`config.mk`:
```
export PLATFORM = sky130hd
export DESIGN_NAME = data_worker_flat
export DESIGN_NICKNAME = d
export VERILOG_FILES = /design/src/rtl/data_worker_pkg.sv /design/src/rtl/data_worker_if.sv /design/src/rtl/data_worker_pack.sv /design/src/rtl/data_worker.sv /design/src/flat_wrapper.sv
export SDC_FILE = /design/constraint.sdc
export NUM_CORES = 1
export LEC_CHECK = 0
export ABC_CLOCK_PERIOD_IN_PS = 3150
export CAP_MARGIN = 20
export CELL_PAD_IN_SITES_DETAIL_PLACEMENT = 1
export CELL_PAD_IN_SITES_GLOBAL_PLACEMENT = 2
export CORE_UTILIZATION = 30
export DETAILED_ROUTE_END_ITERATION = 8
export PLACE_DENSITY_LB_ADDON = 0.1
export SLEW_MARGIN = 25
export SYNTH_ARGS = -nofsm -noshare
export SYNTH_HDL_FRONTEND = slang
export SYNTH_SLANG_ARGS = --single-unit
```
`constraint.sdc`:
```
create_clock -name clk -period 3.15 [get_ports clk]
set_clock_uncertainty 0.15 [all_clocks]
set_input_delay 0.315 -clock clk [delete_from_list [all_inputs] [get_ports clk]]
set_output_delay 0.315 -clock clk [all_outputs]
set_load 0.02 [all_outputs]
```
`src/rtl/data_worker_pkg.sv`:
```
// Shared definitions for the data_worker AHB-Lite burst engine.
// Bus words are 32 bits; payloads up to MAX_PAYLOAD_BITS wide.
package data_worker_pkg;

  localparam int unsigned WORD_BITS        = 32;
  localparam int unsigned MAX_PAYLOAD_BITS = 1024;

  typedef enum logic [1:0] {
    HTRANS_IDLE   = 2'b00,
    HTRANS_BUSY   = 2'b01,
    HTRANS_NONSEQ = 2'b10,
    HTRANS_SEQ    = 2'b11
  } htrans_t;

  typedef enum logic [1:0] {
    HRESP_OKAY  = 2'b00,
    HRESP_ERROR = 2'b01
  } hresp_t;

  typedef enum logic [2:0] {
    ST_IDLE,
    ST_ADDR,
    ST_BURST,
    ST_LAST,
    ST_DONE
  } state_t;

  // Payload slot that carries beat k.
  function automatic int unsigned slot_index(input int unsigned k, input int unsigned nwords,
                                             input logic reverse_word);
    return reverse_word ? (nwords - 1 - k) : k;
  endfunction

  function automatic logic [WORD_BITS-1:0] byte_swap(input logic [WORD_BITS-1:0] w);
    logic [WORD_BITS-1:0] r;
    r = '0;
    for (int unsigned b = 0; b < WORD_BITS / 8; b++)
      r[8*b +: 8] = w[8*(WORD_BITS/8 - 1 - b) +: 8];
    return r;
  endfunction

  function automatic logic [WORD_BITS-1:0] word_select(input logic [MAX_PAYLOAD_BITS-1:0] payload,
                                                       input int unsigned k,
                                                       input int unsigned nwords,
                                                       input logic reverse_word,
                                                       input logic reverse_byte);
    logic [WORD_BITS-1:0] w;
    w = payload[slot_index(k, nwords, reverse_word)*WORD_BITS +: WORD_BITS];
    return reverse_byte ? byte_swap(w) : w;
  endfunction

endpackage

```
`src/rtl/data_worker_if.sv`:
```
// AHB-Lite master bus plus internal client handshake for data_worker.
interface data_worker_if #(
  parameter int unsigned pAHB_ADDR_WIDTH    = 32,
  parameter int unsigned pAHB_DATA_WIDTH    = 32,
  parameter int unsigned pAHB_BURST_WIDTH   = 3,
  parameter int unsigned pAHB_PROT_WIDTH    = 4,
  parameter int unsigned pAHB_SIZE_WIDTH    = 3,
  parameter int unsigned pAHB_TRANS_WIDTH   = 2,
  parameter int unsigned pAHB_HRESP_WIDTH   = 2,
  parameter int unsigned pPAYLOAD_SIZE_BITS = 128
);
  logic [pAHB_ADDR_WIDTH-1:0]    O_haddr;
  logic [pAHB_BURST_WIDTH-1:0]   O_hburst;
  logic                          O_hmastlock;
  logic [pAHB_PROT_WIDTH-1:0]    O_hprot;
  logic                          O_hnonsec;
  logic [pAHB_SIZE_WIDTH-1:0]    O_hsize;
  logic [pAHB_TRANS_WIDTH-1:0]   O_htrans;
  logic [pAHB_DATA_WIDTH-1:0]    O_hwdata;
  logic                          O_hwrite;
  logic [pAHB_DATA_WIDTH-1:0]    I_hrdata;
  logic                          I_hready;
  logic [pAHB_HRESP_WIDTH-1:0]   I_hresp;
  logic                          I_hreadyout;
  logic [pAHB_ADDR_WIDTH-1:0]    I_int_addr;
  logic [pPAYLOAD_SIZE_BITS-1:0] I_int_wdata;
  logic                          I_int_write;
  logic [pPAYLOAD_SIZE_BITS-1:0] O_int_rdata;
  logic                          O_int_rdata_valid;
  logic                          I_go;
  logic                          O_done;

  modport master (
    output O_haddr, O_hburst, O_hmastlock, O_hprot, O_hnonsec, O_hsize, O_htrans,
           O_hwdata, O_hwrite, O_int_rdata, O_int_rdata_valid, O_done,
    input  I_hrdata, I_hready, I_hresp, I_hreadyout, I_int_addr, I_int_wdata,
           I_int_write, I_go
  );

  modport slave (
    input  O_haddr, O_hburst, O_hmastlock, O_hprot, O_hnonsec, O_hsize, O_htrans,
           O_hwdata, O_hwrite, O_int_rdata, O_int_rdata_valid, O_done,
    output I_hrdata, I_hready, I_hresp, I_hreadyout, I_int_addr, I_int_wdata,
           I_int_write, I_go
  );
endinterface

```
`src/rtl/data_worker_pack.sv`:
```
// Combinational payload <-> beat word mapping for the write and read paths.
module data_worker_pack
  import data_worker_pkg::*;
#(
  parameter int unsigned DATA_W       = 32,
  parameter int unsigned PAYLOAD_W    = 128,
  parameter int unsigned IDX_W        = 2,
  parameter bit          REVERSE_WORD = 1'b1,
  parameter bit          REVERSE_BYTE = 1'b0
) (
  input  logic [PAYLOAD_W-1:0] wpayload,
  input  logic [IDX_W-1:0]     widx,
  output logic [DATA_W-1:0]    wword,
  input  logic [PAYLOAD_W-1:0] rpayload,
  input  logic [IDX_W-1:0]     ridx,
  input  logic [DATA_W-1:0]    rword,
  output logic [PAYLOAD_W-1:0] rpayload_next
);
  localparam int unsigned NWORDS = PAYLOAD_W / DATA_W;

  logic [MAX_PAYLOAD_BITS-1:0] rext;

  assign wword = word_select(MAX_PAYLOAD_BITS'(wpayload), int'(widx), NWORDS,
                             REVERSE_WORD, REVERSE_BYTE);

  // Byte swap is its own inverse, so the read path reuses the write mapping.
  always_comb begin
    rext = MAX_PAYLOAD_BITS'(rpayload);
    rext[slot_index(int'(ridx), NWORDS, REVERSE_WORD)*WORD_BITS +: WORD_BITS] =
      REVERSE_BYTE ? byte_swap(rword) : rword;
    rpayload_next = rext[PAYLOAD_W-1:0];
  end
endmodule

```
`src/rtl/data_worker.sv`:
```
// Single-master AHB-Lite engine: one locked INCR burst moving a payload to/from the bus.
module data_worker
  import data_worker_pkg::*;
#(
  parameter int unsigned pAHB_ADDR_WIDTH          = 32,
  parameter int unsigned pAHB_DATA_WIDTH          = 32,
  parameter int unsigned pAHB_BURST_WIDTH         = 3,
  parameter int unsigned pAHB_PROT_WIDTH          = 4,
  parameter int unsigned pAHB_SIZE_WIDTH          = 3,
  parameter int unsigned pAHB_TRANS_WIDTH         = 2,
  parameter int unsigned pAHB_HRESP_WIDTH         = 2,
  parameter logic [3:0]  pAHB_HPROT_VALUE         = 4'b0011,
  parameter logic [2:0]  pAHB_HSIZE_VALUE         = 3'b010,
  parameter logic [2:0]  pAHB_HBURST_VALUE        = 3'b011,
  parameter logic        pAHB_HMASTLOCK_VALUE     = 1'b1,
  parameter logic        pAHB_HNONSEC_VALUE       = 1'b0,
  parameter int unsigned pPAYLOAD_SIZE_BITS       = 128,
  parameter int unsigned pMAX_TRANSFER_WAIT_COUNT = 16,
  parameter int unsigned pREVERSE_WORD_ORDER      = 1,
  parameter int unsigned pREVERSE_BYTE_ORDER      = 0
) (
  input logic         clk,
  input logic         rst,
  data_worker_if.master bus
);
  localparam int unsigned NBEATS = pPAYLOAD_SIZE_BITS / pAHB_DATA_WIDTH;
  localparam int unsigned BEAT_W = (NBEATS > 1) ? $clog2(NBEATS) : 1;
  localparam int unsigned WAIT_W = $clog2(pMAX_TRANSFER_WAIT_COUNT + 1);
  localparam logic [BEAT_W-1:0] LAST_ADDR_BEAT = BEAT_W'((NBEATS >= 2) ? NBEATS - 2 : 0);
  localparam logic [WAIT_W-1:0] WAIT_LIMIT = WAIT_W'(pMAX_TRANSFER_WAIT_COUNT - 1);
  localparam logic [pAHB_ADDR_WIDTH-1:0] ADDR_STEP = pAHB_ADDR_WIDTH'(pAHB_DATA_WIDTH / 8);

  state_t                        state_q, state_n;
  htrans_t                       htrans_q, htrans_n;
  logic [pAHB_ADDR_WIDTH-1:0]    haddr_q, haddr_n;
  logic                          hwrite_q, hwrite_n;
  logic [pAHB_DATA_WIDTH-1:0]    hwdata_q, hwdata_n;
  logic [pPAYLOAD_SIZE_BITS-1:0] wdata_q, wdata_n;
  logic [pPAYLOAD_SIZE_BITS-1:0] rbuf_q, rbuf_n;
  logic [pPAYLOAD_SIZE_BITS-1:0] rdata_q, rdata_n;
  logic [BEAT_W-1:0]             beat_q, beat_n;
  logic [WAIT_W-1:0]             wait_q, wait_n;
  logic                          done_q, done_n;
  logic                          valid_q, valid_n;
  logic                          abort;

  logic [BEAT_W-1:0]             widx;
  logic [pAHB_DATA_WIDTH-1:0]    wword;
  logic [pPAYLOAD_SIZE_BITS-1:0] rpayload_next;

  // beat_q is the beat currently in its data phase; the next word to drive is beat_q+1.
  assign widx = (state_q == ST_ADDR) ? '0 : beat_q + 1'b1;

  data_worker_pack #(
    .DATA_W      (pAHB_DATA_WIDTH),
    .PAYLOAD_W   (pPAYLOAD_SIZE_BITS),
    .IDX_W       (BEAT_W),
    .REVERSE_WORD(pREVERSE_WORD_ORDER != 0),
    .REVERSE_BYTE(pREVERSE_BYTE_ORDER != 0)
  ) u_pack (
    .wpayload     (wdata_q),
    .widx         (widx),
    .wword        (wword),
    .rpayload     (rbuf_q),
    .ridx         (beat_q),
    .rword        (bus.I_hrdata),
    .rpayload_next(rpayload_next)
  );

  always_ff @(posedge clk) begin
    if (rst) begin
      state_q  <= ST_IDLE;
      htrans_q <= HTRANS_IDLE;
      haddr_q  <= '0;
      hwrite_q <= 1'b0;
      hwdata_q <= '0;
      wdata_q  <= '0;
      rbuf_q   <= '0;
      rdata_q  <= '0;
      beat_q   <= '0;
      wait_q   <= '0;
      done_q   <= 1'b0;
      valid_q  <= 1'b0;
    end else begin
      state_q  <= state_n;
      htrans_q <= htrans_n;
      haddr_q  <= haddr_n;
      hwrite_q <= hwrite_n;
      hwdata_q <= hwdata_n;
      wdata_q  <= wdata_n;
      rbuf_q   <= rbuf_n;
      rdata_q  <= rdata_n;
      beat_q   <= beat_n;
      wait_q   <= wait_n;
      done_q   <= done_n;
      valid_q  <= valid_n;
    end
  end

  always_comb begin
    state_n  = state_q;
    htrans_n = htrans_q;
    haddr_n  = haddr_q;
    hwrite_n = hwrite_q;
    hwdata_n = hwdata_q;
    wdata_n  = wdata_q;
    rbuf_n   = rbuf_q;
    rdata_n  = rdata_q;
    beat_n   = beat_q;
    wait_n   = wait_q;
    done_n   = 1'b0;
    valid_n  = 1'b0;
    abort    = 1'b0;
    case (state_q)
      ST_IDLE: begin
        if (bus.I_go) begin
          haddr_n  = bus.I_int_addr;
          wdata_n  = bus.I_int_wdata;
          hwrite_n = bus.I_int_write;
          htrans_n = HTRANS_NONSEQ;
          beat_n   = '0;
          wait_n   = '0;
          state_n  = ST_ADDR;
        end
      end
      ST_ADDR, ST_BURST, ST_LAST: begin
        if (!bus.I_hreadyout) begin
          if (wait_q == WAIT_LIMIT) abort = 1'b1;
          else wait_n = wait_q + 1'b1;
        end else if (state_q != ST_ADDR && bus.I_hresp[0]) begin
          abort = 1'b1;
        end else begin
          wait_n = '0;
          if (state_q == ST_ADDR) begin
            hwdata_n = wword;
            beat_n   = '0;
            if (NBEATS == 1) begin
              htrans_n = HTRANS_IDLE;
              state_n  = ST_LAST;
            end else begin
              htrans_n = HTRANS_SEQ;
              haddr_n  = haddr_q + ADDR_STEP;
              state_n  = ST_BURST;
            end
          end else if (state_q == ST_BURST) begin
            if (!hwrite_q) rbuf_n = rpayload_next;
            hwdata_n = wword;
            beat_n   = beat_q + 1'b1;
            if (beat_q == LAST_ADDR_BEAT) begin
              htrans_n = HTRANS_IDLE;
              state_n  = ST_LAST;
            end else begin
              htrans_n = HTRANS_SEQ;
              haddr_n  = haddr_q + ADDR_STEP;
            end
          end else begin
            done_n  = 1'b1;
            state_n = ST_DONE;
            if (!hwrite_q) begin
              rdata_n = rpayload_next;
              valid_n = 1'b1;
            end
          end
        end
        if (abort) begin
          htrans_n = HTRANS_IDLE;
          wait_n   = '0;
          done_n   = 1'b1;
          state_n  = ST_DONE;
        end
      end
      ST_DONE: state_n = ST_IDLE;
      default: state_n = ST_IDLE;
    endcase
  end

  assign bus.O_haddr           = haddr_q;
  assign bus.O_htrans          = pAHB_TRANS_WIDTH'(htrans_q);
  assign bus.O_hwrite          = hwrite_q;
  assign bus.O_hwdata          = hwdata_q;
  assign bus.O_int_rdata       = rdata_q;
  assign bus.O_int_rdata_valid = valid_q;
  assign bus.O_done            = done_q;
  assign bus.O_hburst          = pAHB_BURST_WIDTH'(pAHB_HBURST_VALUE);
  assign bus.O_hmastlock       = pAHB_HMASTLOCK_VALUE;
  assign bus.O_hprot           = pAHB_PROT_WIDTH'(pAHB_HPROT_VALUE);
  assign bus.O_hnonsec         = pAHB_HNONSEC_VALUE;
  assign bus.O_hsize           = pAHB_SIZE_WIDTH'(pAHB_HSIZE_VALUE);
endmodule

```
`src/flat_wrapper.sv`:
```
// flat-port wrapper written by rule: the top's interface ports become plain ports
module data_worker_flat import data_worker_pkg::*;
#(
  parameter int unsigned pAHB_ADDR_WIDTH          = 32,
  parameter int unsigned pAHB_DATA_WIDTH          = 32,
  parameter int unsigned pAHB_BURST_WIDTH         = 3,
  parameter int unsigned pAHB_PROT_WIDTH          = 4,
  parameter int unsigned pAHB_SIZE_WIDTH          = 3,
  parameter int unsigned pAHB_TRANS_WIDTH         = 2,
  parameter int unsigned pAHB_HRESP_WIDTH         = 2,
  parameter logic [3:0]  pAHB_HPROT_VALUE         = 4'b0011,
  parameter logic [2:0]  pAHB_HSIZE_VALUE         = 3'b010,
  parameter logic [2:0]  pAHB_HBURST_VALUE        = 3'b011,
  parameter logic        pAHB_HMASTLOCK_VALUE     = 1'b1,
  parameter logic        pAHB_HNONSEC_VALUE       = 1'b0,
  parameter int unsigned pPAYLOAD_SIZE_BITS       = 128,
  parameter int unsigned pMAX_TRANSFER_WAIT_COUNT = 16,
  parameter int unsigned pREVERSE_WORD_ORDER      = 1,
  parameter int unsigned pREVERSE_BYTE_ORDER      = 0
)
  (clk, rst, bus_O_haddr, bus_O_hburst, bus_O_hmastlock, bus_O_hprot, bus_O_hnonsec, bus_O_hsize, bus_O_htrans, bus_O_hwdata, bus_O_hwrite, bus_O_int_rdata, bus_O_int_rdata_valid, bus_O_done, bus_I_hrdata, bus_I_hready, bus_I_hresp, bus_I_hreadyout, bus_I_int_addr, bus_I_int_wdata, bus_I_int_write, bus_I_go);
  data_worker_if #(.pAHB_ADDR_WIDTH(pAHB_ADDR_WIDTH), .pAHB_DATA_WIDTH(pAHB_DATA_WIDTH), .pAHB_BURST_WIDTH(pAHB_BURST_WIDTH), .pAHB_PROT_WIDTH(pAHB_PROT_WIDTH), .pAHB_SIZE_WIDTH(pAHB_SIZE_WIDTH), .pAHB_TRANS_WIDTH(pAHB_TRANS_WIDTH), .pAHB_HRESP_WIDTH(pAHB_HRESP_WIDTH), .pPAYLOAD_SIZE_BITS(pPAYLOAD_SIZE_BITS)) bus_i ();
  input logic clk;
  input logic rst;
  output wire logic [$bits(bus_i.O_haddr)-1:0] bus_O_haddr;
  output wire logic [$bits(bus_i.O_hburst)-1:0] bus_O_hburst;
  output wire logic [$bits(bus_i.O_hmastlock)-1:0] bus_O_hmastlock;
  output wire logic [$bits(bus_i.O_hprot)-1:0] bus_O_hprot;
  output wire logic [$bits(bus_i.O_hnonsec)-1:0] bus_O_hnonsec;
  output wire logic [$bits(bus_i.O_hsize)-1:0] bus_O_hsize;
  output wire logic [$bits(bus_i.O_htrans)-1:0] bus_O_htrans;
  output wire logic [$bits(bus_i.O_hwdata)-1:0] bus_O_hwdata;
  output wire logic [$bits(bus_i.O_hwrite)-1:0] bus_O_hwrite;
  output wire logic [$bits(bus_i.O_int_rdata)-1:0] bus_O_int_rdata;
  output wire logic [$bits(bus_i.O_int_rdata_valid)-1:0] bus_O_int_rdata_valid;
  output wire logic [$bits(bus_i.O_done)-1:0] bus_O_done;
  input wire logic [$bits(bus_i.I_hrdata)-1:0] bus_I_hrdata;
  input wire logic [$bits(bus_i.I_hready)-1:0] bus_I_hready;
  input wire logic [$bits(bus_i.I_hresp)-1:0] bus_I_hresp;
  input wire logic [$bits(bus_i.I_hreadyout)-1:0] bus_I_hreadyout;
  input wire logic [$bits(bus_i.I_int_addr)-1:0] bus_I_int_addr;
  input wire logic [$bits(bus_i.I_int_wdata)-1:0] bus_I_int_wdata;
  input wire logic [$bits(bus_i.I_int_write)-1:0] bus_I_int_write;
  input wire logic [$bits(bus_i.I_go)-1:0] bus_I_go;
  assign bus_O_haddr = bus_i.O_haddr;
  assign bus_O_hburst = bus_i.O_hburst;
  assign bus_O_hmastlock = bus_i.O_hmastlock;
  assign bus_O_hprot = bus_i.O_hprot;
  assign bus_O_hnonsec = bus_i.O_hnonsec;
  assign bus_O_hsize = bus_i.O_hsize;
  assign bus_O_htrans = bus_i.O_htrans;
  assign bus_O_hwdata = bus_i.O_hwdata;
  assign bus_O_hwrite = bus_i.O_hwrite;
  assign bus_O_int_rdata = bus_i.O_int_rdata;
  assign bus_O_int_rdata_valid = bus_i.O_int_rdata_valid;
  assign bus_O_done = bus_i.O_done;
  assign bus_i.I_hrdata = bus_I_hrdata;
  assign bus_i.I_hready = bus_I_hready;
  assign bus_i.I_hresp = bus_I_hresp;
  assign bus_i.I_hreadyout = bus_I_hreadyout;
  assign bus_i.I_int_addr = bus_I_int_addr;
  assign bus_i.I_int_wdata = bus_I_int_wdata;
  assign bus_i.I_int_write = bus_I_int_write;
  assign bus_i.I_go = bus_I_go;
  data_worker #(.pAHB_ADDR_WIDTH(pAHB_ADDR_WIDTH), .pAHB_DATA_WIDTH(pAHB_DATA_WIDTH), .pAHB_BURST_WIDTH(pAHB_BURST_WIDTH), .pAHB_PROT_WIDTH(pAHB_PROT_WIDTH), .pAHB_SIZE_WIDTH(pAHB_SIZE_WIDTH), .pAHB_TRANS_WIDTH(pAHB_TRANS_WIDTH), .pAHB_HRESP_WIDTH(pAHB_HRESP_WIDTH), .pAHB_HPROT_VALUE(pAHB_HPROT_VALUE), .pAHB_HSIZE_VALUE(pAHB_HSIZE_VALUE), .pAHB_HBURST_VALUE(pAHB_HBURST_VALUE), .pAHB_HMASTLOCK_VALUE(pAHB_HMASTLOCK_VALUE), .pAHB_HNONSEC_VALUE(pAHB_HNONSEC_VALUE), .pPAYLOAD_SIZE_BITS(pPAYLOAD_SIZE_BITS), .pMAX_TRANSFER_WAIT_COUNT(pMAX_TRANSFER_WAIT_COUNT), .pREVERSE_WORD_ORDER(pREVERSE_WORD_ORDER), .pREVERSE_BYTE_ORDER(pREVERSE_BYTE_ORDER)) u_core (.clk(clk), .rst(rst), .bus(bus_i));
endmodule
```
# After elaboration in Yosys (flattened, before gate mapping)
# Cells that the tools add are included.
# W data, S select, Z words.
[word_totals]
out_inout_bits = 209
wordCells = 109
regBits = 463
input_bits = 200
[op_classes]
n_mux = 49
bitwise = 6
addsub = 6
n_eq_ne = 17
n_shift = 3
reduce_logical = 16
[ops]
columns = ["op", "count"]
rows = [
  ["$bwmux W1024", 1],
  ["$shift A32 B34 Y1024 const A", 1],
  ["$shiftx A1024 B33 Y32", 1],
  ["$shiftx A32 B34 Y1024", 1],
  ["$mux W32", 8],
  ["$pmux W32 S2", 1],
  ["$neg A32 Y34", 1],
  ["$add A32 B3 Y32 const B", 1],
  ["$mux W2", 13],
  ["$mux W5", 5],
  ["$mux W3", 7],
  ["$reduce_and A6 Y1", 3],
  ["$reduce_and A4 Y1", 3],
  ["$mux W1", 10],
  ["$pmux W5 S2", 1],
  ["$reduce_and A5 Y1", 2],
  ["$ne A4 B4 Y1 const B", 2],
  ["$pmux W2 S2", 2],
  ["$eq A3 B2 Y1 const B", 2],
  ["$ne A2 B2 Y1 const B", 3],
  ["$ne A3 B1 Y1 const B", 2],
  ["$ne A3 B2 Y1 const B", 2],
  ["$not A1 Y1", 6],
  ["$pmux W3 S2", 1],
  ["16 further kinds", 18],
]

# Logic depth before layout (Yosys ltp)
# Gate-level depths: netlist of run 1.
[logic_depth]
word_depth = 8
depth_mapped = 12
ltp_nobuf = 7

# Modules after synthesis
# Synthesis of run 1 repeated with hierarchy kept, for this count alone.
[hier_totals]
cells_unflattened = 2458
area_unflattened_um2 = 19811.5
[modules_own_cells]
columns = ["mod", "seq_area_each_um2", "area_per_inst_um2", "n_inst", "cells_each"]
rows = [
  ["data_worker", 9268.9, 17240.3, 1, 2160],
  ["data_worker_pack", 0.0, 2571.2, 1, 298],
]

# Least setup slack after synthesis of run 1
# No wires, ideal clock.
[synth_path]
path_kind = "reg2reg"
startpoint = "register u_core.beat_q[0]"
endpoint = "register u_core.haddr_q[30], in the netlist u_core.bus.O_haddr[30]"
period_less_slack_ns = 2.694
required_ns = 2.918
stages_incl_launch_ff = 10
arrival_time_ns = 2.462
path_slack_ns = 0.456
setup_time_ns = 0.082
path_buffers = 3
cell_sequence = "dfxtp_1 buf_2 inv_1 clkbuf_1 ha_1 buf_4 or3_4 o22a_1 or4_1 o221ai_1"
[synth_between]
elab_chain_cells = 3
[synth_lines]
columns = ["element", "line_no", "source"]
rows = [
  ["start, declared", "data_worker.sv:41", "logic [BEAT_W-1:0] beat_q, beat_n;"],
  ["start signal, assigned", "data_worker.sv:93", "beat_q <= beat_n;"],
  ["$eq A2 B2 Y1", "data_worker.sv:149", "if (beat_q == LAST_ADDR_BEAT) begin"],
  ["$ne A3 B2 Y1 (no source line)", "-", ""],
  ["$reduce_and A6 Y1 (no source line)", "-", ""],
  ["end signal, assigned", "data_worker.sv:87", "haddr_q <= haddr_n;"],
  ["end, declared", "data_worker.sv:35", "logic [pAHB_ADDR_WIDTH-1:0] haddr_q, haddr_n;"],
]
# No other way between the ends.
# A chain may end at the register's enable or synchronous reset.

# Worst setup path after layout of run 1
[layout_path]
startpoint = "register u_core.beat_q[0]"
endpoint = "register u_core.rbuf_q[88]"
[layout_between]
elab_chain_cells = 4
elab_cells_between_ends = 5
classes_between = "add/sub (2); shift (2); mux (1)"
[layout_lines]
columns = ["element", "line_no", "source"]
rows = [
  ["$sub A2 B2 Y3 *", "data_worker_pkg.sv:31", "return reverse_word ? (nwords - 1 - k) : k;"],
  ["$neg A32 Y34 *", "data_worker_pack.sv:29", "rext[slot_index(int'(ridx), NWORDS, REVERSE_WORD)*WORD_BITS +: WORD_BITS] ="],
  ["$shiftx A32 B34 Y1024 / $shift A32 B34 Y1024 (equally long branches)", "data_worker_pack.sv:29", ""],
  ["$bwmux W1024 *", "data_worker_pack.sv:29", ""],
  ["end signal, assigned", "data_worker.sv:91", "rbuf_q <= rbuf_n;"],
  ["end, declared", "data_worker.sv:39", "logic [pPAYLOAD_SIZE_BITS-1:0] rbuf_q, rbuf_n;"],
]
# Mark *: on every way between the ends. The rest lies on a longest branch, timed or not.

==> results of run 1 <==
## cell usage in the layout (no fill, tap or decap), drive strengths merged, types with 22 or more instances in the layout
cell / synthesis / routed
nor2: 284 / 284
a22oi: 92 / 92
clkdlybuf4s50: 0 / 393
dfxtp: 463 / 463
a211oi: 166 / 166
clkbuf: 135 / 76
nand2: 321 / 321
nor2b: 137 / 137
o221ai: 35 / 35
buf: 99 / 47
mux2i: 41 / 41
a21oi: 348 / 348
nand3: 22 / 22
and3b: 32 / 32
## kinds of logic after synthesis
group	count (synthesis)	share of synthesized area [%]
AO/OA/AOI/OAI	715	23.0
adder cells (fa/ha/maj)	8	0.505
buffers and inverters	243	5.47
flip-flops	463	46.8
multiplexers	41	2.07
other	2	0.0379
AND/OR/NAND/NOR	917	22.2
## registers in the layout, indices dropped and copies added, names as in the netlist
signal	cells
u_core.rbuf_q	128
u_core.wait_q	5
u_core.bus.O_hwdata	32
u_core.bus.O_done	1
u_core.bus.O_haddr	32
u_core.bus.O_int_rdata_valid	1
u_core.wdata_q	128
u_core.bus.O_htrans	2
u_core.bus.O_int_rdata	128
u_core.bus.O_hwrite	1
u_core.state_q	3
u_core.beat_q	2
## path summary, 6_finish.rpt
check / startpoint / to / cells after the start
setup reg to reg: u_core.beat_q[0] / u_core.rbuf_q[88] / 7
hold reg to reg: u_core.wdata_q[52] / u_core.wdata_q[52] / 2
hold / removal: bus_I_int_addr[1] / u_core.bus.O_haddr[1] / 3
setup / recovery: u_core.beat_q[0] / u_core.rbuf_q[88] / 7
## final cells by class
| cell class | instances | area, µm² | share of cell area [%] |
|---|---|---|---|
| Inverter | 9 | 33.8 | 0.129 |
| Antenna cell | 7 | 17.5 | 0.0668 |
| Clock inverter | 23 | 268 | 1.02 |
| Multi-Input combinational cell | 1693 | 9610 | 36.7 |
| Timing Repair Buffer | 441 | 4430 | 16.9 |
| Tap cell | 855 | 1070 | 4.08 |
| Clock buffer | 76 | 1520 | 5.78 |
| Sequential cell | 463 | 9270 | 35.4 |
## through the flow
step	hold slack [ns]	total power, mW
global route	0.0702	14.9
CTS	0.0635	14.5
global placement	0.289	8.04
floorplan	0.282	7.25
detailed placement	0.294	8.08
finish	0.0983	14.3
## power by group
group / switching [mW] / total (mW) / internal [mW]
registers: 0.195 / 6.27 / 6.07
clock network: 2.59 / 6.35 / 3.76
logic: 0.972 / 1.66 / 0.692
total: 3.76 / 14.3 / 10.5
## timing repair
action | in CTS | in global routing
hold buffers | 1 | 0
buffers inserted | 0 | 0
endpoints found under the hold margin | 4 | 0
## critical path, cell delays in order (launching register included)
cell and delay, ns:
dfxtp_2 0.46, inv_1 0.15, ha_4 0.49, inv_1 0.19
nor3_4 0.20, buf_4 0.44, a21oi_1 0.20, a211oi_1 0.27
## layer usage
metal | vias up | global-route usage, %
met4 | 32 | 5.79
met1 | 8947 | 25.2
met2 | 354 | 35.4
met3 | 127 | 5.75
li1 | 8973 | -
met5 | - | 0
==> metrics.yaml, run 1 <==
outcome:
  status: "finished clean"
global_routing:
  grt_usage_pct: 20.7
  grt.overflow.total: 0
  grt_pass1_vias: 18745
  grt_antenna_before_repair: 21
  grt_start_max_net_pins: 166
  grt_pass1_wl_mm: 109
pwr:
  p_leak_nw: 8.88
  peakVddDrop_v: 0.000365
  pwr_density_cell_mw_per_mm2: 545
synth:
  synth_cell_types: 70
  synth_seq_cells: 463
  ys_seq_area_share_pct: 46.8
  synth.most_common_cell: "dfxtp_1"
  synth-async-reset-ratio_pct: 0
  syn_area_mm2: 0.0198
  synth_edf_count: 0
  synth_largest_area_cell: "dfxtp_1"
  avgSynthCellArea_um2: 8.30
  synth_top_area_share_pct: 46.8
  syn_inst: 2389
  synthTopCellsByArea: "dfxtp_1 (47%), a21oi_1 (8.8%), a211oi_1 (6.3%), nand2_1 (6.1%), nor2_1 (5.4%)"
  synth_common_cells: "dfxtp_1 (463), a21oi_1 (348), nand2_1 (321), nor2_1 (284), a211oi_1 (166)"
  ys_warn_count: 0
  synth_ff_type: "dfxtp_1"
detailed_routing:
  routed_wirelength_mm: 71.5
  vias_per_cell: 5.17
  ant_nets: 0
  dr_wl_met2_mm: 34.7
  wl_met3_mm: 4.23
  post_drt_wl_per_cell_um: 20.0
  num_vias: 18433
  dr.pass1.iters: 5
  drt-initial-drc-count: 768
  wl_met1_mm: 30.8
  top_layer_used: "met5"
  route.detailed.drc: 0
sta:
  setup_slack_ns: 0.485
  period_minus_slack_ns: 2.66
  finalSetupTns_ns: 0
  period_share_pct: 84.6
  setup_viol: 0
  rsz0062_at_grt: "no"
  slew_headroom_pct: 31.6
  hold_viol_final: 0
  drv_slew: 0
  fmax_mhz: 375
  worst_pin_slew_ns: 1.02
critical_path:
  regToRegSetupSlack_ns: 0.49
  path_max_fanout: 41
  start_kind: "register"
  endpoint_kind: "register"
  cp.required_ns: 3.52
  crit_arrival_ns: 3.03
  crit_type: "register to register"
final_layout:
  layout-drive-gt1-share_pct: 5.99
  fin_util_pct: 40.4
  fin_nets: 2870
  num-fill-cells: 7550
  fin_area_mm2: 0.0262
  fin_cells: 3567
  area_growth_pct: 32.2
floorplan:
  fp.dieW_um: 259
  core-area_mm2: 0.0649
  dieArea_mm2: 0.0671
  fp.dieH_um: 259
  rows: 93
  start_util_pct: 30.5
  boundaryPins: 409
clock_tree:
  cts_tree: "yes"
  cts_resized: 0
  cts_sinks: 463
  h-tree-depth: 2
  clockBufferDepth: 3
  clk_pin_slew_worst_paths_ns: 0.06
  clkLatencyLatePin_ns: 0.61
  cts_root_buffer: "clkbuf_16"
  cts-buffers-inserted: 54
hold_path:
  hp-class: "input pin to register"
place:
  place_ws_ns: 0.399
  dp.cells: 3460
  dp_hpwl_mm: 47.2
  place_congestion: 0.776
  port_buffers: 394
  placed_cell_area_mm2: 0.0244
run:
  drv_cap: 0
No activity file was read; power rests on OpenSTA's default activity.
==> run 2, diff against run 1 <==
--- a/config.mk
+++ b/config.mk
@@ -5,7 +5,7 @@
 export SDC_FILE = /design/constraint.sdc
 export NUM_CORES = 1
 export LEC_CHECK = 0
-export ABC_CLOCK_PERIOD_IN_PS = 3150
+export ABC_CLOCK_PERIOD_IN_PS = 2760
 export CAP_MARGIN = 20
 export CELL_PAD_IN_SITES_DETAIL_PLACEMENT = 1
 export CELL_PAD_IN_SITES_GLOBAL_PLACEMENT = 2
==> constraint.sdc (replaced) <==
create_clock -name clk -period 2.76 [get_ports clk]
set_clock_uncertainty 0.15 [all_clocks]
set_input_delay 0.276 -clock clk [delete_from_list [all_inputs] [get_ports clk]]
set_output_delay 0.276 -clock clk [all_outputs]
set_load 0.02 [all_outputs]
==> metrics.yaml, run 2 (synthesis results as in run 1) <==
global_routing:
  grt_pass1_wl_mm: 109  # -0.12%
  grt_start_max_net_pins: 166  # unchanged
  grt_pass1_vias: 18786  # +0.22%
  grtUsageMet3_pct: 4.21  # -1.5 points
  top_usage_layer: "met2"
  grt_antenna_before_repair: 13  # -38%
  grt_usage_pct: 20.6  # -0.11 points
  globalRouteMet1Util_pct: 26.1  # +0.89 points
  use_met2_pct: 35.2  # -0.26 points
  grt.overflow.total: 0  # unchanged
place:
  dp.cells: 3471  # +0.32%
  dp_hpwl_mm: 47.3  # +0.27%
  place_congestion: 0.806  # +3.8%
  port_buffers: 394  # unchanged
sta:
  worst_pin_slew_ns: 0.828  # -0.189 ns
  finalSetupTns_ns: 0  # unchanged
  setup_viol: 0  # unchanged
  period_share_pct: 90.9  # +6.3 points
  slew_headroom_pct: 44.8  # +13 points
  fmax_mhz: 398  # +6.2%
  drv_slew: 0  # unchanged
  rsz0062_at_grt: "no"
  period_minus_slack_ns: 2.51  # -0.155 ns
  hold_viol_final: 0  # unchanged
pwr:
  peakVddDrop_v: 0.000430  # +18%
  pwr_density_cell_mw_per_mm2: 616  # +13%
  power_mw: 16.3  # +14%
  p_leak_nw: 9.00  # +1.4%
detailed_routing:
  post_drt_wl_per_cell_um: 19.9  # -0.82%
  dr.pass1.iters: 5  # unchanged
  ant_nets: 0  # unchanged
  num_vias: 18290  # -0.78%
  drt-initial-drc-count: 903  # +18%
  route.detailed.drc: 0  # unchanged
  routed_wirelength_mm: 71.0  # -0.62%
  vias_per_cell: 5.12  # -0.97%
final_layout:
  layout-drive-gt1-share_pct: 6.48  # +0.49 points
  fin_util_pct: 40.8  # +0.46 points
  layout_commonest_cell: "dfxtp_1"
  num-fill-cells: 7463  # -1.2%
  most-common-layout-cells: "dfxtp_1 (462), clkdlybuf4s50_1 (393), a21oi_1 (347), nand2_1 (321), nor2_1 (284)"
  area_growth_pct: 33.7
  multi_input_area_mm2: 0.00961  # unchanged
  seq_area_mm2: 0.00927  # unchanged
  fin_nets: 2883  # +0.45%
  fin_cells: 3574  # +0.20%
clock_tree:
  cts_root_buffer: "clkbuf_16"
  cts_tree: "yes"
  cts-buffers-inserted: 55  # +1.9%
  cts_sinks: 463  # unchanged
  clkLatencyLatePin_ns: 0.60  # about the same
  post_cts_buffers: 0  # unchanged
  clockBufferDepth: 3  # unchanged
  clk_pin_slew_worst_paths_ns: 0.06  # about the same
  h-tree-depth: 2  # unchanged
critical_path:
  rr_worst_depth: 7  # unchanged
  crit_start: "u_core.beat_q[0]"
  crit_arrival_ns: 2.86  # -0.17 ns
  regToRegSetupSlack_ns: 0.25  # -0.23 ns
  endpoint_kind: "register"
  crit_type: "register to register"
  cp.required_ns: 3.11  # -0.41 ns
  path_max_fanout: 36  # -12%
  start_kind: "register"
  rr_startpoint: "u_core.beat_q[0]"
  r2r_end: "u_core.bus.O_int_rdata[55]"
floorplan:
  start_util_pct: 30.5  # unchanged
  fp.dieW_um: 259  # unchanged
  fp.dieH_um: 259  # unchanged
  rows: 93  # unchanged
  dieArea_mm2: 0.0671  # unchanged
  core-area_mm2: 0.0649  # unchanged
  boundaryPins: 409  # unchanged
hold_path:
  hold_depth: 3  # unchanged
  hp-class: "input pin to register"
  min_from: "bus_I_int_addr[1]"
  hold_path_end: "u_core.bus.O_haddr[1]"
run:
  drv_cap: 0  # unchanged
outcome:
  status: "finished clean"
## run 2: cell types whose count changed in the layout (fill, tap and decap cells not counted), moves of 2 or more
cell	before	now
buf_12	10	26
buf_4	36	30
buf_6	0	2
clkbuf_1	15	12
clkbuf_8	6	10
clkinv_8	0	2
diode_2	7	3
## run 2: worst max-delay path by stage
stage / to / cells past startpoint
after global placement: u_core.rbuf_q[120] / 5
after detailed placement: u_core.rbuf_q[124] / 5
after CTS: u_core.rbuf_q[61] / 8
after global routing: u_core.rbuf_q[60] / 8
final: u_core.bus.O_int_rdata[55] / 7
after floorplan: u_core.bus.O_haddr[30] / 9
## run 2: cell type report
cell class,instances,area share (%)
timing repair buffer,453,17.8
tap,855,4.04
inverter,9,0.127
sequential,463,35.0
clock buffer,77,5.88
clock inverter,21,0.883
antenna,3,0.0283
multi-input combinational,1693,36.2
## run 2: layer usage
metal	up-vias	share of wire [%]
met5	-	0.19
met2	330	49
met3	98	4.6
li1	8983	-
met1	8859	45
met4	20	1.9
## run 2: what timing repair did
item | in CTS | in global routing
hold buffers | 1 | 0
endpoints found under the setup margin | 0 | 41
gates resized for setup | 0 | 1
endpoints found under the hold margin | 24 | 0
## run 2: power breakdown
group / total, mW / leakage (nW) / internal (mW) / switching, mW
Clock: 7.21 / 0.889 / 4.29 / 2.92
Sequential: 7.15 / 3.76 / 6.93 / 0.212
Combinational: 1.97 / 4.36 / 0.840 / 1.13
Total: 16.3 / 9.00 / 12.1 / 4.26
## run 2: critical path, stage by stage (launching register included)
cell and delay [ns]:
dfxtp_2 0.39, inv_1 0.17, ha_2 0.23, buf_6 0.33, nor4bb_4 0.44, buf_12 0.26
a21oi_1 0.10, a211oi_1 0.30
## run 2: metrics by stage
step           worst slack [ns]  hold WS (ns)  cell area (µm²)
2_1_floorplan            0.0655         0.262            19900
3_3_place_gp             0.0916         0.289            24700
3_5_place_dp            0.00290         0.294            24700
4_1_cts                  0.0900        0.0396            26500
5_1_grt                  0.0546        0.0707            26500
6_report                  0.251        0.0779            26500
